### src/rtl/ibex_defines.sv
// rtl/ibex_defines.sv - shared types and constants for the capability LSU sequencer
package ibex_defines;

    parameter int unsigned CAP_BUS_BEAT_BYTES = 4;

    typedef enum logic [1:0] {
        IDLE,
        ISSUE,
        WAIT_RVALID,
        DONE
    } cap_lsu_seq_state_e;

endpackage

### src/rtl/ibex_cheri_cap_lsu_seq.sv
// rtl/ibex_cheri_cap_lsu_seq.sv - splits a capability load/store into 32-bit bus beats (optional CHERI_CAP_TAG_EN)
module ibex_cheri_cap_lsu_seq
    import ibex_defines::*;
#(
    parameter int unsigned CapWidth = 64
) (
    input  logic                clk_i,
    input  logic                rst_ni,
    input  logic                req_i,
    input  logic                we_i,
    input  logic [31:0]         addr_i,
    input  logic [CapWidth-1:0] wdata_i,
    output logic                ack_o,
    output logic                done_o,
    output logic [CapWidth-1:0] rdata_o,
    output logic                err_o,
    output logic                misaligned_o,
    output logic                busy_o,
`ifdef CHERI_CAP_TAG_EN
    output logic                data_tag_o,
    input  logic                data_tag_i,
    input  logic                wtag_i,
    output logic                rtag_o,
`endif
    output logic                data_req_o,
    input  logic                data_gnt_i,
    input  logic                data_rvalid_i,
    input  logic                data_err_i,
    output logic                data_we_o,
    output logic [3:0]          data_be_o,
    output logic [31:0]         data_addr_o,
    output logic [31:0]         data_wdata_o,
    input  logic [31:0]         data_rdata_i
);

    localparam int unsigned NumBeats = CapWidth / 32;
    localparam int unsigned BeatW    = $clog2(NumBeats);
    localparam int unsigned OffW     = $clog2(CapWidth / 8);

    cap_lsu_seq_state_e    state_q, state_d;
    logic [BeatW-1:0]      beat_q;
    logic                  we_q;
    logic [31:0]           addr_q;
    logic [CapWidth-1:0]   wdata_q;
    logic [CapWidth-1:0]   rdata_q;
    logic                  err_q;
    logic                  mis_q;

    logic                  accept;
    logic                  misaligned_req;
    logic                  issue;
    logic                  beat_done;
    logic                  last_beat;
    logic                  finish_access;
    logic [BeatW+4:0]      slice_lsb;
    logic [31:0]           beat_off;

    assign accept         = (state_q == IDLE) && req_i;
    assign misaligned_req = addr_i[OffW-1:0] != '0;
    assign issue          = (state_q == ISSUE);
    assign beat_done      = (state_q == WAIT_RVALID) && data_rvalid_i;
    assign last_beat      = beat_q == BeatW'(NumBeats - 1);
    // An error on any beat abandons the remaining beats.
    assign finish_access  = err_q || data_err_i || last_beat;
    assign slice_lsb      = {beat_q, 5'b00000};
    assign beat_off       = 32'(beat_q) * CAP_BUS_BEAT_BYTES;

    // State register.
    always_ff @(posedge clk_i or negedge rst_ni) begin
        if (!rst_ni) begin
            state_q <= IDLE;
        end else begin
            state_q <= state_d;
        end
    end

    // Next-state logic.
    always_comb begin
        state_d = state_q;
        unique case (state_q)
            IDLE:        if (req_i) state_d = misaligned_req ? DONE : ISSUE;
            ISSUE:       if (data_gnt_i) state_d = WAIT_RVALID;
            WAIT_RVALID: if (data_rvalid_i) state_d = finish_access ? DONE : ISSUE;
            DONE:        state_d = IDLE;
            default:     state_d = IDLE;
        endcase
    end

    // Request capture, beat counting, load assembly and sticky error.
    always_ff @(posedge clk_i or negedge rst_ni) begin
        if (!rst_ni) begin
            beat_q  <= '0;
            we_q    <= 1'b0;
            addr_q  <= '0;
            wdata_q <= '0;
            rdata_q <= '0;
            err_q   <= 1'b0;
            mis_q   <= 1'b0;
        end else if (accept) begin
            beat_q  <= '0;
            we_q    <= we_i;
            addr_q  <= addr_i;
            wdata_q <= wdata_i;
            err_q   <= misaligned_req;
            mis_q   <= misaligned_req;
            // Clearing here leaves unfetched slices zero if the load aborts.
            if (!we_i) begin
                rdata_q <= '0;
            end
        end else if (beat_done) begin
            if (!we_q) begin
                rdata_q[slice_lsb +: 32] <= data_rdata_i;
            end
            err_q <= err_q | data_err_i;
            if (!finish_access) begin
                beat_q <= beat_q + BeatW'(1);
            end
        end
    end

`ifdef CHERI_CAP_TAG_EN
    logic rtag_q;

    // Tag accumulates as the AND of all beat tags and drops on any error.
    always_ff @(posedge clk_i or negedge rst_ni) begin
        if (!rst_ni) begin
            rtag_q <= 1'b0;
        end else if (accept && !we_i) begin
            rtag_q <= !misaligned_req;
        end else if (beat_done && !we_q) begin
            rtag_q <= rtag_q & data_tag_i & ~data_err_i;
        end
    end

    assign rtag_o     = rtag_q;
    assign data_tag_o = issue & we_q & wtag_i;
`endif

    assign ack_o        = accept;
    assign done_o       = (state_q == DONE);
    assign err_o        = done_o & err_q;
    assign misaligned_o = done_o & mis_q;
    assign busy_o       = (state_q != IDLE);
    assign rdata_o      = rdata_q;

    // Bus outputs depend only on registered state, so they hold until granted.
    assign data_req_o   = issue;
    assign data_we_o    = issue & we_q;
    assign data_be_o    = issue ? 4'b1111 : 4'b0000;
    assign data_addr_o  = issue ? addr_q + beat_off : 32'h0;
    assign data_wdata_o = issue ? wdata_q[slice_lsb +: 32] : 32'h0;

endmodule

### config.mk
export PLATFORM = sky130hd
export DESIGN_NAME = ibex_cheri_cap_lsu_seq
export DESIGN_NICKNAME = d
export VERILOG_FILES = /design/src/rtl/ibex_defines.sv /design/src/rtl/ibex_cheri_cap_lsu_seq.sv
export SDC_FILE = /design/constraint.sdc
export NUM_CORES = 1
export LEC_CHECK = 0
export ABC_AREA = 1
export BUFFER_PORTS_ARGS = -buffer_cell sky130_fd_sc_hd__clkbuf_2
export CORE_MARGIN = 1
export CORE_UTILIZATION = 54
export CTS_CLUSTER_DIAMETER = 40
export CTS_CLUSTER_SIZE = 10
export DETAILED_ROUTE_END_ITERATION = 16
export GPL_TIMING_DRIVEN = 0
export HOLD_SLACK_MARGIN = 0.03
export PLACE_DENSITY = 0.85
export SLEW_MARGIN = 10
export SYNTH_ARGS = -nofsm -noshare
export SYNTH_HDL_FRONTEND = slang
export SYNTH_SLANG_ARGS = --single-unit
### constraint.sdc
create_clock -name clk_i -period 3.3 [get_ports clk_i]
set_input_delay 0.66 -clock clk_i [delete_from_list [all_inputs] [get_ports clk_i]]
set_output_delay 0.66 -clock clk_i [all_outputs]
set_load 0.005 [all_outputs]
Yosys cells after proc, flatten, opt, wreduce, memory -nomap -nowiden

Cells that the tools add are included.

Register bits after elaboration: 166
Output and inout bits: 139
Word-level logic and storage cells: 57

Add/subtract/negate cells: 3
Equal/unequal tests: 9
Shift operators: 3
Multiplexer cells: 19
Bitwise operators: 4
Reductions and logical operators: 11

Operators with widths:

| operator                                                                 | number |
|---|---|
| 64-bit two-way mux                                                       | 4 |
| 64-bit bitwise mux                                                       | 1 |
| 32-bit two-way mux                                                       | 2 |
| 32-bit by 8-bit variable shift with 64-bit output (first input constant) | 1 |
| 32-bit by 8-bit variable part select with 64-bit output                  | 1 |
| 64-bit by 7-bit variable part select with 32-bit output                  | 1 |
| 32-bit by 3-bit adder with 32-bit output                                 | 1 |
| 2-bit != test (second input constant)                                    | 6 |
| 2-bit two-way mux                                                        | 5 |
| 6-bit negation with 8-bit output                                         | 1 |
| 2-bit one-hot mux with 4 select lines                                    | 1 |
| 3-bit AND reduction                                                      | 2 |
| 1-bit two-way mux                                                        | 5 |
| 2-bit equality test (second input constant)                              | 2 |
| 4-bit two-way mux                                                        | 1 |
| 2-bit nonzero test                                                       | 2 |
| 1-bit bitwise AND                                                        | 3 |
| 3-bit nonzero test                                                       | 1 |
| 2-bit by 1-bit equality test with 1-bit output (second input constant)   | 1 |
| 1-bit logical AND                                                        | 2 |
| 2-bit zero test                                                          | 1 |
| 1-bit logical OR                                                         | 2 |
| 2-bit AND reduction                                                      | 1 |
| 1-bit adder (second input constant)                                      | 1 |
| 1-bit bitwise OR                                                         | 1 |

Logic depth before layout (Yosys ltp)

Gate-level depths: netlist (run 1).

Depth in word-level cells: 6
Mapped depth: 9

Worst setup path before layout (run 1)

Ideal clock, no wire load.

Kind: flip-flop to output port
Start point: register beat_q
End point: output port data_addr_o[14]
Arrival: 1.407 ns
Required time: 2.640 ns
Slack: 1.233 ns
Cell stages (with the launch flop): 8
Path buffers: 0
Cell sequence: dfrtp_1 > ha_1 > nand2_1 > nor2_2 > nand2_1 > nor2_1 > or2_2 > and2_1

Longest elaborated chain between the ends: 2

Ends and longest elaborated chain:

| what                                     | line                          | source |
|---|---|---|
| start: declaration                       | ibex_cheri_cap_lsu_seq.sv:41  | `logic [BeatW-1:0] beat_q;` |
| start signal: assignment                 | ibex_cheri_cap_lsu_seq.sv:116 | `beat_q <= beat_q + BeatW'(1);` |
| 32-bit by 3-bit adder with 32-bit output | ibex_cheri_cap_lsu_seq.sv:150 | `assign data_addr_o = issue ? addr_q + beat_off : 32'h0;` |
| 32-bit two-way mux                       | ibex_cheri_cap_lsu_seq.sv:150 |  |
| end: declaration                         | ibex_cheri_cap_lsu_seq.sv:31  | `output logic [31:0] data_addr_o,` |

No other way between the ends.

Worst setup path after layout (run 1)

Start point: register state_q[0]
End point: output port data_addr_o[6]

Longest elaborated chain between the ends: 2

Ends and longest elaborated chain:

| what                                           | line                          | source |
|---|---|---|
| start: declaration                             | ibex_cheri_cap_lsu_seq.sv:40  | `cap_lsu_seq_state_e state_q, state_d;` |
| start signal: assignment                       | ibex_cheri_cap_lsu_seq.sv:73  | `state_q <= state_d;` |
| 2-bit by 1-bit equality test with 1-bit output | ibex_cheri_cap_lsu_seq.sv:60  | `assign issue = (state_q == ISSUE);` |
| 32-bit two-way mux                             | ibex_cheri_cap_lsu_seq.sv:150 |  |

No other way between the ends.

==> key figures, run 1 <==
Status
  – Outcome: finished, final reports clean

Critical path
  – Slowest CP cell: a211oi_1
  – Reg-to-reg startpoint: beat_q$_DFFE_PN0P_
  – Register-to-register setup slack: between 1 and 1.5 ns
  – CP peak stage delay: 0.45 ns
  – Cells along the critical path: inv_1, nor2_1, inv_2, clkbuf_1, a211oi_1, clkbuf_2
  – Crit path max-delay family: buffers and inverters
  – Reg2reg end: rdata_o[62]$_DFFE_PN0P_
  – CP Launch Type: register
  – Crit path buffers/inverters: 4
  – Critical path required time: 2.64 ns
  – Reg2reg path depth: 6
  – Critical path peak fanout: 10
  – Critical Path AT: 2.48 ns
  – CP Capture Type: primary output
  – Setup CP Type: register to primary output

Power and ir drop
  – Switching share of total power: 41.75%
  – Cell Int Power: 0.005374 W
  – Psw: roughly 0.0039 W
  – P_leak: around 5.6 nW
  – Comb power frac: a little under 40%
  – Seq pwr share: 38.7%
  – PD cells: between 900 and 1000 nW/um^2
  – Total chip power: between 0.009 and 0.01 W
  – Clock Power Share: between 20% and 30%
  – Peak VDD IR: 0.0005442 V

Drt
  – Drt wl/cell: around 16 um
  – Vias per inst: ~5.4
  – Residual DRC: 0
  – DR vias: ~8.3k
  – Routed wire length: about 24000 um
  – ANT nets after route: 0
  – Initial DRC count: about 670
  – First-pass DRT Iterations: 5

CTS
  – Clock Sinks: roughly 170
  – Post-cts repair resize count: 0
  – Post-CTS Setup Inserts: 0
  – CTS tree: done
  – CTS Buf Count: 17
  – Clk root buf: clkbuf_16
  – Post-cts hold buffer count: 0
  – Skew-Pair Late Insertion Delay: roughly 0.43 ns
  – Clock Path Buffers: 2
  – H-tree depth: 4
  – Clock transition at the registers of the reported paths: approximately 0.07 ns

Yosys
  – Mapped Avg Cell Area: ~7.5 um^2
  – Mapped Nets: between 1k and 1.5k
  – Cell accounting for the most synthesized area: dfrtp_1
  – Yosys reg bits: approximately 170
  – Sequential area share after synthesis: 52.52%
  – Top post-synthesis cells by area: dfrtp_1, nand2_1, nand4_1
  – Synth Instances: 1058
  – Netlist cell types: 26
  – Cell Area, Synth: around 8000 um^2
  – Yosys top cell area share: 52.52%
  – Yosys warnings: 0

Die
  – Cell row count: between 40 and 50
  – Num ports: 274
  – Die footprint: about 15000 um^2
  – Chip height: 123.0 um
  – Initial Util: 56.11%
  – Die W: ~120 um
  – Core footprint: approximately 14000 um^2

Timing
  – Setup TNS Final: 0 ns
  – Max Slew Vio Count: 0
  – FMAX: 0.3188 GHz
  – Final Hold Slack: ~0.30 ns
  – Final Hold Viols: 0
  – Final min period: about 3.1 ns
  – Final setup vio count: 0
  – Worst-margin pin slew: between 0.8 and 0.9 ns
  – Fin Clk Skew: slightly below 0.005 ns
  – Max-slew headroom: between 40% and 50%
  – Tcrit/Tclk final: 95.05%
  – RSZ-0062 raised after global routing: false

Final layout
  – Share of cells above drive strength 1: 25.97%
  – Core Util, Final: around 72%
  – Fin nets: between 1k and 1.5k
  – Fillers: approximately 1.2k
  – Area Overhead vs Synth: 28.00%
  – Finished Cell Area: between 10000 and 15000 um^2
  – # diodes: 0

Global route
  – GRT Total Usage: between 30% and 40%
  – Largest net degree at the start of global routing: 102
  – Vias in the first global route: roughly 7.5k
  – Wire length of the first global-routing pass: ~37000 um
  – Initial antenna violation count: 0
  – GR Overflow Total: 0

Placed design
  – PortBufs: ~270
  – Placed inst area: ~9500 um^2
  – GPL Wtd Cong: a little over 0.9
  – Hpwl dp: roughly 18000 um

Worst hold path
  – HP Class: input port to async pin

Run
  – Max cap viols: 0
-- metal layers --
layer | wire length (um) | vias to the layer above | part of all wire, % | global-route usage, %
met3 | 1916 | 65 | 7.9 | 6.411
met5 | 0 | - | 0 | 0
met4 | 797 | 0 | 3.3 | 14.01
met2 | 11460 | 408 | 47 | 51.79
met1 | 10210 | 3924 | 42 | 43.38
li1 | - | 3942 | - | -
-- worst register-to-register path, stage by stage (launching register included) --
cell and delay, ns:
dfrtp_1 0.39, clkbuf_1 0.35, inv_2 0.15, nor2_2 0.30
clkbuf_1 0.40, nand4_1 0.18, nand2_1 0.10
-- kinds of logic (layout without fill, tap and decap cells) --
logic type	Yosys count	after routing	share of synthesized area [%]
buf+inv	96	401	5.252
simple gates	715	715	36.80
flops	166	166	52.52
fa+ha+maj	2	2	0.3164
compound gates	79	79	5.110
-- Yosys cell counts --
library cell,n
nand2_1,545
dfrtp_1,166
nor2_1,73
nand4_1,64
a21oi_1,55
clkbuf_1,30
buf_2,26
inv_1,26
o21ai_0,19
nand3_1,17
buf_4,6
inv_2,6
nor2_2,4
or2_2,3
and2_1,2
buf_1,2
ha_1,2
nand2_2,2
nand3b_1,2
o21ai_1,2
a211oi_1,1
nand3_2,1
nor3_1,1
o21ai_2,1
o31ai_1,1
or2_1,1
-- cells in the final DEF, fill, tap and decap left out, types with 2 or more instances in the layout --
| cell | instances |
|---|---|
| dfrtp_1 | 166 |
| clkbuf_2 | 272 |
| clkbuf_16 | 17 |
| clkinvlp_4 | 4 |
| ha_1 | 2 |
| o21ai_1 | 2 |
| nand4_1 | 64 |
| nor2_2 | 4 |
| inv_2 | 6 |
| nand3_1 | 17 |
| buf_4 | 6 |
| o21ai_0 | 19 |
| buf_1 | 2 |
| and2_1 | 2 |
| a21oi_1 | 55 |
| buf_2 | 26 |
| or2_2 | 3 |
| nand3b_1 | 2 |
| bufinv_16 | 2 |
| nand2_2 | 2 |
| nand2_1 | 545 |
| inv_6 | 5 |
| nor2_1 | 73 |
| clkbuf_1 | 30 |
| inv_1 | 26 |
| clkbuf_8 | 2 |
-- state kept, by name, summed over array words and instances, names as in the netlist --
register,flops
wdata_q,64
rdata_o,64
err_q,1
state_q,2
beat_q,1
we_q,1
mis_q,1
addr_q,32
-- power groups by stage --
stage          logic [W]  clock network, W  registers, W
2_1_floorplan    0.00221                 0       0.00343
3_3_place_gp     0.00349                 0       0.00354
3_5_place_dp     0.00360                 0       0.00356
6_report         0.00365           0.00200       0.00357
4_1_cts          0.00363           0.00201       0.00355
5_1_grt          0.00411           0.00208       0.00366
-- through the flow --
step | instances | setup slack, ns
after detailed placement | 1512 | 0.6754
after global placement | 1511 | -1.385
final | 1543 | 0.1635
after global routing | 1543 | 0.03114
after floorplan | 1058 | 1.233
after CTS | 1543 | 0.2030
-- area by class of cell --
class	instances	area [um^2]	share of cell area [%]
inverter	32	120.1	1.186
sequential	166	4154	41.03
multi-input combinational	796	3339	32.99
timing repair buffer	274	1403	13.85
clock buffer	18	439.2	4.338
clock inverter	13	147.6	1.458
tap	180	225.2	2.225
buffer	64	295.3	2.917
-- worst max path at each step --
| stage | from | endpoint | slack (ns) | cells after the start |
|---|---|---|---|---|
| after detailed placement | state_q[0]$_DFFE_PN0P_ | data_addr_o[6] | 0.68 | 6 |
| final | state_q[0]$_DFFE_PN0P_ | data_addr_o[6] | 0.16 | 6 |
| after global placement | rst_ni | rdata_o[16]$_DFFE_PN0P_ | -1.38 | 1 |
| after CTS | state_q[0]$_DFFE_PN0P_ | data_addr_o[6] | 0.20 | 6 |
| after global routing | state_q[0]$_DFFE_PN0P_ | data_addr_o[6] | 0.03 | 6 |
| after floorplan | beat_q$_DFFE_PN0P_ | data_addr_o[14] | 1.23 | 7 |
Note: power is estimated with default switching activity, not from simulation.
==> inputs of run 2 (changes only) <==
Settings changed: CORE_UTILIZATION 54 to 51, PLACE_DENSITY 0.85 to default, PLACE_DENSITY_LB_ADDON from default to 0.3.
Clock period 3.3 ns to 2.95 ns, I/O delays scaled along.
==> key figures, run 2 (synthesis results as in run 1) <==
Status
  – Outcome: finished, final reports clean (unchanged)

Timing
  – Tcrit/Tclk final: a little over nine tenths
  – Final min period: 2.842 ns
  – Max Slew Vio Count: 0 (unchanged)
  – Worst-margin pin slew: 0.6639 ns (was 0.8209 ns)
  – Final Hold Viols: 0 (unchanged)
  – Max-slew headroom: 55.74% (was 45.27%)
  – Final setup vio count: 0 (unchanged)
  – Final Hold Slack: 0.1262 ns (was 0.3005 ns)
  – Worst setup margin: 0.1080 ns (was 0.1635 ns)
  – FMAX: 0.3519 GHz
  – Setup TNS Final: 0 ns (unchanged)
  – Fin Clk Skew: 0.009803 ns (was 0.004885 ns)
  – RSZ-0062 raised after global routing: false (unchanged)

Final layout
  – Fin nets: 1488 (unchanged)
  – Most common cell after layout, fill and taps aside: nand2_1 (unchanged)
  – Fillers: 1334 (was 1187)
  – Core Util, Final: 67.08% (was 71.82%)
  – # diodes: 0 (unchanged)
  – Most frequent cells in the layout: nand2_1, clkbuf_2, dfrtp_1 (unchanged)
  – Share of cells above drive strength 1: 26.25% (was 25.97%)
  – Area Overhead vs Synth: 28.46% (was 28.00%)

CTS
  – Clock Path Buffers: 2 (unchanged)
  – CTS tree: done (unchanged)
  – Clock Sinks: 166 (unchanged)
  – CTS Buf Count: 17 (unchanged)
  – Skew-Pair Late Insertion Delay: 0.43 ns (about the same)
  – Clk root buf: clkbuf_16 (unchanged)
  – Post-CTS Setup Inserts: 0 (unchanged)
  – Clock transition at the registers of the reported paths: 0.07 ns (about the same)
  – Post-cts repair resize count: 1 (was 0)
  – Post-cts hold buffer count: 0 (unchanged)
  – H-tree depth: 4 (unchanged)

Die
  – Chip height: 126.5 um (was 123.0 um)
  – Num ports: 274 (unchanged)
  – Initial Util: 52.22% (was 56.11%)
  – Die W: 126.5 um (was 123.0 um)
  – Die footprint: 16010 um^2 (was 15130 um^2)
  – Cell row count: 45 (was 43)
  – Core footprint: 15150 um^2 (was 14100 um^2)

Critical path
  – Setup CP Type: register to primary output (unchanged)
  – Reg-to-reg startpoint: beat_q$_DFFE_PN0P_ (unchanged)
  – Critical path required time: 2.36 ns (was 2.64 ns)
  – CP Capture Type: primary output (unchanged)
  – Critical path peak fanout: 10 (unchanged)
  – Critical Path AT: 2.25 ns (was 2.48 ns)
  – Register-to-register setup slack: 0.98 ns (was 1.36 ns)
  – CP Launch Type: register (unchanged)
  – Reg2reg path depth: 6 (unchanged)
  – Reg2reg end: rdata_o[36]$_DFFE_PN0P_ (was rdata_o[62]$_DFFE_PN0P_)

Drt
  – First-pass DRT Iterations: 5 (unchanged)
  – Vias per inst: 5.221 (was 5.404)
  – ANT nets after route: 0 (unchanged)
  – Routed wire length: 23590 um (was 24390 um)
  – Residual DRC: 0 (unchanged)
  – DR vias: 8103 (was 8339)
  – Drt wl/cell: 15.20 um (was 15.80 um)
  – Initial DRC count: 564 (was 669)

Placed design
  – Hpwl dp: 17280 um (was 17860 um)
  – Pre-CTS WS: 0.3389 ns (was 0.6754 ns)
  – PortBufs: 273 (unchanged)
  – GPL Wtd Cong: 0.9366 (was 0.9124)

Power and ir drop
  – Total chip power: 0.01026 W (was 0.009226 W)
  – P_leak: 5.655 nW (was 5.643 nW)
  – Peak VDD IR: 0.0005380 V (was 0.0005442 V)
  – PD cells: 1010 nW/um^2 (was 911.3 nW/um^2)

Worst hold path
  – HP Class: input port to async pin (unchanged)

Global route
  – Vias in the first global route: 7802 (was 7471)
  – GRT Total Usage: 30.59% (was 32.48%)
  – Wire length of the first global-routing pass: 38160 um (was 37370 um)
  – Initial antenna violation count: 0 (unchanged)
  – GR Overflow Total: 0 (unchanged)
  – Largest net degree at the start of global routing: 104 (was 102)

Run
  – Max cap viols: 0 (unchanged)
## run 2: area by class of cell
class | count | area [um^2] | area share [%]
Clock inverter | 15 | 167.7 | 1.650
Buffer | 64 | 295.3 | 2.906
Inverter | 32 | 120.1 | 1.182
Timing Repair Buffer | 274 | 1403 | 13.81
Multi-Input combinational cell | 796 | 3359 | 33.07
Sequential cell | 166 | 4154 | 40.89
Clock buffer | 17 | 425.4 | 4.187
Tap cell | 188 | 235.2 | 2.315
## run 2: metrics by stage
step / std cells / area, um^2
after floorplan: 1058 / 7909
after global placement: 1519 / 9510
after detailed placement: 1520 / 9547
after CTS: 1552 / 10140
after global routing: 1552 / 10160
final: 1552 / 10160
## run 2: report_power, final
group          leakage, nW  internal, W  switching [W]
Sequential            2.10      0.00327       0.000704
Clock                0.287      0.00120        0.00102
Combinational         3.26      0.00147        0.00260
Total                 5.66      0.00594        0.00432
## run 2: metal layers
metal | global-route usage [%] | vias to the layer above | share of wire, %
li1 | - | 3942 | -
met1 | 39.92 | 3772 | 43
met2 | 50.41 | 342 | 47
met3 | 5.652 | 47 | 6.9
met4 | 12.76 | 0 | 3.2
met5 | 0 | - | 0
## run 2: worst max-delay path by stage
stage	from	endpoint	slack, ns	cells past startpoint
3_3_place_gp	rst_ni	rdata_o[46]$_DFFE_PN0P_	-1.70	1
6_report	state_q[0]$_DFFE_PN0P_	data_addr_o[6]	0.11	6
4_1_cts	state_q[0]$_DFFE_PN0P_	data_addr_o[6]	0.06	6
5_1_grt	state_q[0]$_DFFE_PN0P_	data_addr_o[8]	0.0007	6
2_1_floorplan	beat_q$_DFFE_PN0P_	data_addr_o[14]	0.95	7
3_5_place_dp	state_q[0]$_DFFE_PN0P_	data_addr_o[6]	0.34	6
## run 2: worst max-delay path: stages (launching register included)
cell	delay, ns
dfrtp_1	0.39
inv_1	0.08
nor2_2	0.30
inv_2	0.16
clkbuf_1	0.34
a211oi_2	0.39
clkbuf_2	0.17
==> inputs of run 3 (changes only) <==
Settings changed: ABC_AREA 1 to 0, CORE_UTILIZATION 51 to 50.
==> key figures, run 3 <==
Critical path
  – Critical path peak fanout: 7 (was 10)
  – Reg2reg end: rdata_o[51]$_DFFE_PN0P_ (was rdata_o[36]$_DFFE_PN0P_)
  – CP Capture Type: primary output (unchanged)
  – Critical path required time: 2.36 ns (about the same)
  – Register-to-register setup slack: 0.82 ns (was 0.98 ns)
  – CP Launch Type: register (unchanged)
  – Setup CP Type: register to primary output (unchanged)
  – Reg2reg path depth: 5 (was 6)
  – Reg-to-reg startpoint: beat_q$_DFFE_PN0P_ (unchanged)
  – Critical Path AT: 2.34 ns (was 2.25 ns)

Final layout
  – Most frequent cells in the layout: clkbuf_2, dfrtp_1, mux2_2 (was nand2_1, clkbuf_2, dfrtp_1)
  – Fin nets: 1042 (was 1488)
  – # diodes: 0 (unchanged)
  – Area Overhead vs Synth: 31.58% (was 28.46%)
  – Fillers: 1155 (was 1334)
  – Most common cell after layout, fill and taps aside: clkbuf_2 (was nand2_1)
  – Share of cells above drive strength 1: 49.78% (was 26.25%)

Yosys
  – XOR/XNOR Fraction of Synth Area: 1.295% (was 0%)
  – Synth Instances: 606 (was 1058)
  – Sequential area share after synthesis: 55.83% (was 52.52%)
  – Fraction of registers with async set/reset: 100.0% (unchanged)
  – Synth Area in Simple Gates: 9.299% (was 36.80%)
  – Post-synthesis compound-gate area fraction: 11.33% (was 5.110%)
  – Top post-synthesis cells by area: dfrtp_1, mux2_2, a22o_1 (was dfrtp_1, nand2_1, nand4_1)
  – Count leader, synth: dfrtp_1 (was nand2_1)
  – Synth top cells by count: dfrtp_1, mux2_2, a22o_1, nor2_1, mux2i_1 (was nand2_1, dfrtp_1, nor2_1, nand4_1, a21oi_1)
  – Post-synth top flop: dfrtp_1 (unchanged)
  – Mapped Avg Cell Area: 12.28 um^2 (was 7.475 um^2)
  – Netlist cell types: 42 (was 26)
  – Yosys top cell area share: 55.83% (was 52.52%)
  – Post-synthesis mux area share: 18.80% (was 0%)
  – Largest family of logic cells by synthesized area: multiplexers (was simple AND/OR/NAND/NOR gates)
  – Yosys warnings: 0 (unchanged)
  – Post-synthesis adder-cell area fraction: 0.3363% (was 0.3164%)
  – Cell Area, Synth: 7441 um^2 (was 7909 um^2)
  – Number of synthesized flops with an enable pin: 0 (unchanged)
  – Cell accounting for the most synthesized area: dfrtp_1 (unchanged)
  – Yosys reg bits: 166 (unchanged)
  – Mapped Nets: 743 (was 1195)

Die
  – Chip height: 124.0 um (was 126.5 um)
  – Die footprint: 15370 um^2 (was 16010 um^2)
  – Initial Util: 51.20% (was 52.22%)
  – Num ports: 274 (unchanged)
  – Die W: 124.0 um (was 126.5 um)
  – Cell row count: 44 (was 45)
  – Core footprint: 14530 um^2 (was 15150 um^2)

Timing
  – Tcrit/Tclk final: 99.41% (was 96.34%)
  – Final min period: 2.933 ns (was 2.842 ns)
  – Worst-margin pin slew: 0.7424 ns (was 0.6639 ns)
  – Final Hold Slack: 0.1665 ns (was 0.1262 ns)
  – Fin Clk Skew: 0.01199 ns (was 0.009803 ns)
  – Worst setup margin: 0.01746 ns (was 0.1080 ns)
  – RSZ-0062 raised after global routing: true (was false)
  – Max-slew headroom: 50.51% (was 55.74%)
  – Final setup vio count: 0 (unchanged)
  – Max Slew Vio Count: 0 (unchanged)
  – FMAX: 0.3410 GHz (was 0.3519 GHz)
  – Final Hold Viols: 0 (unchanged)

Global route
  – GRT Total Usage: 25.24% (was 30.59%)
  – Largest net degree at the start of global routing: 93 (was 104)
  – GR Overflow Total: 0 (unchanged)
  – Vias in the first global route: 5798 (was 7802)
  – Wire length of the first global-routing pass: 29040 um (was 38160 um)
  – Initial antenna violation count: 0 (unchanged)

Placed design
  – Pre-CTS WS: -0.1714 ns (was 0.3389 ns)
  – PortBufs: 273 (unchanged)
  – Hpwl dp: 13970 um (was 17280 um)
  – GPL Wtd Cong: 0.9065 (was 0.9366)

Power and ir drop
  – Total chip power: 0.009724 W (was 0.01026 W)
  – P_leak: 4.682 nW (was 5.655 nW)
  – PD cells: 993.2 nW/um^2 (was 1010 nW/um^2)
  – Peak VDD IR: 0.0006740 V (was 0.0005380 V)

CTS
  – Clock Sinks: 166 (unchanged)
  – Clock Path Buffers: 2 (unchanged)
  – CTS Buf Count: 17 (unchanged)
  – CTS tree: done (unchanged)
  – Skew-Pair Late Insertion Delay: 0.43 ns (about the same)
  – Clock transition at the registers of the reported paths: 0.07 ns (about the same)
  – Clk root buf: clkbuf_16 (unchanged)
  – H-tree depth: 4 (unchanged)

Worst hold path
  – HP Class: input port to async pin (unchanged)

Drt
  – Residual DRC: 0 (unchanged)
  – Routed wire length: 19580 um (was 23590 um)
  – ANT nets after route: 0 (unchanged)
  – DR vias: 6104 (was 8103)
  – Drt wl/cell: 17.77 um (was 15.20 um)
  – First-pass DRT Iterations: 5 (unchanged)
  – Initial DRC count: 352 (was 564)
  – Vias per inst: 5.539 (was 5.221)

Run
  – Max cap viols: 0 (unchanged)

Status
  – Outcome: finished, final reports clean (unchanged)
run 3: cell types whose count changed after synthesis, moves of 21 or more:
cell,previous run,this run
a22o_1,0,64
mux2_2,0,94
mux2i_1,0,34
nand4_1,64,4
a21oi_1,55,19
nand2_1,545,20
inv_1,26,5
nor2_1,73,47
run 3: worst max-delay path, stage by stage, from the launching register on:
cell and delay, ns:
dfrtp_1 0.46, nand4_1 0.19, or4b_4 0.53, or4_4 0.49
a21oi_2 0.13, buf_2 0.13
run 3: worst max path at each step:
stage,from,end
5_1_grt,addr_q[20]$_DFFE_PN0N_,data_addr_o[31]
2_1_floorplan,beat_q$_DFFE_PN0P_,data_addr_o[24]
3_3_place_gp,rst_ni,rdata_o[41]$_DFFE_PN0P_
6_report,addr_q[21]$_DFFE_PN0N_,data_addr_o[29]
3_5_place_dp,req_i,ack_o
4_1_cts,addr_q[20]$_DFFE_PN0N_,data_addr_o[29]
run 3: metrics by stage:
step	utilization, %	instance area (um^2)	setup TNS, ns	instances
2_1_floorplan	-	7441	0	606
3_3_place_gp	62.18	9037	-279.30	1063
3_5_place_dp	62.43	9074	-0.1714	1064
4_1_cts	66.72	9697	0	1097
5_1_grt	67.36	9791	-0.2006	1102
6_report	67.36	9791	0	1102
run 3: cells by family (layout without fill, tap and decap cells):
| group | after synthesis | in the layout |
|---|---|---|
| adder cells (fa/ha/maj) | 2 | 2 |
| XOR/XNOR | 11 | 11 |
| AND/OR/NAND/NOR | 134 | 134 |
| multiplexers | 128 | 128 |
| AO/OA/AOI/OAI | 111 | 111 |
| buffers and inverters | 54 | 366 |
| flip-flops | 166 | 166 |
run 3: routing by layer:
layer	routed length [um]	vias up	track usage, %
met1	7954	3012	31.63
li1	-	2812	-
met5	0	-	0
met3	1518	29	7.418
met4	379	0	8.780
met2	9727	251	41.63
run 3: final cells by class:
cell class / instances / area (um^2) / share of cell area, %
Multi-Input combinational cell: 386 / 3117 / 31.83
Inverter: 6 / 25.02 / 0.2556
Tap cell: 184 / 230.2 / 2.351
Sequential cell: 166 / 4158 / 42.47
Timing Repair Buffer: 283 / 1470 / 15.02
Clock buffer: 20 / 446.7 / 4.562
Buffer: 45 / 221.5 / 2.262
Clock inverter: 12 / 122.6 / 1.252
run 3: power breakdown:
group	total [W]	switching [W]	internal [W]
sequential	0.00391	0.000663	0.00325
combinational	0.00367	0.00173	0.00194
clock	0.00214	0.000943	0.00120
run 3: what timing repair did:
action	4_1_cts	5_1_grt
gates resized for setup	20	27
buffers inserted	3	6
pin swaps	3	0
setup endpoints to repair	48	38
hold buffers	0	0
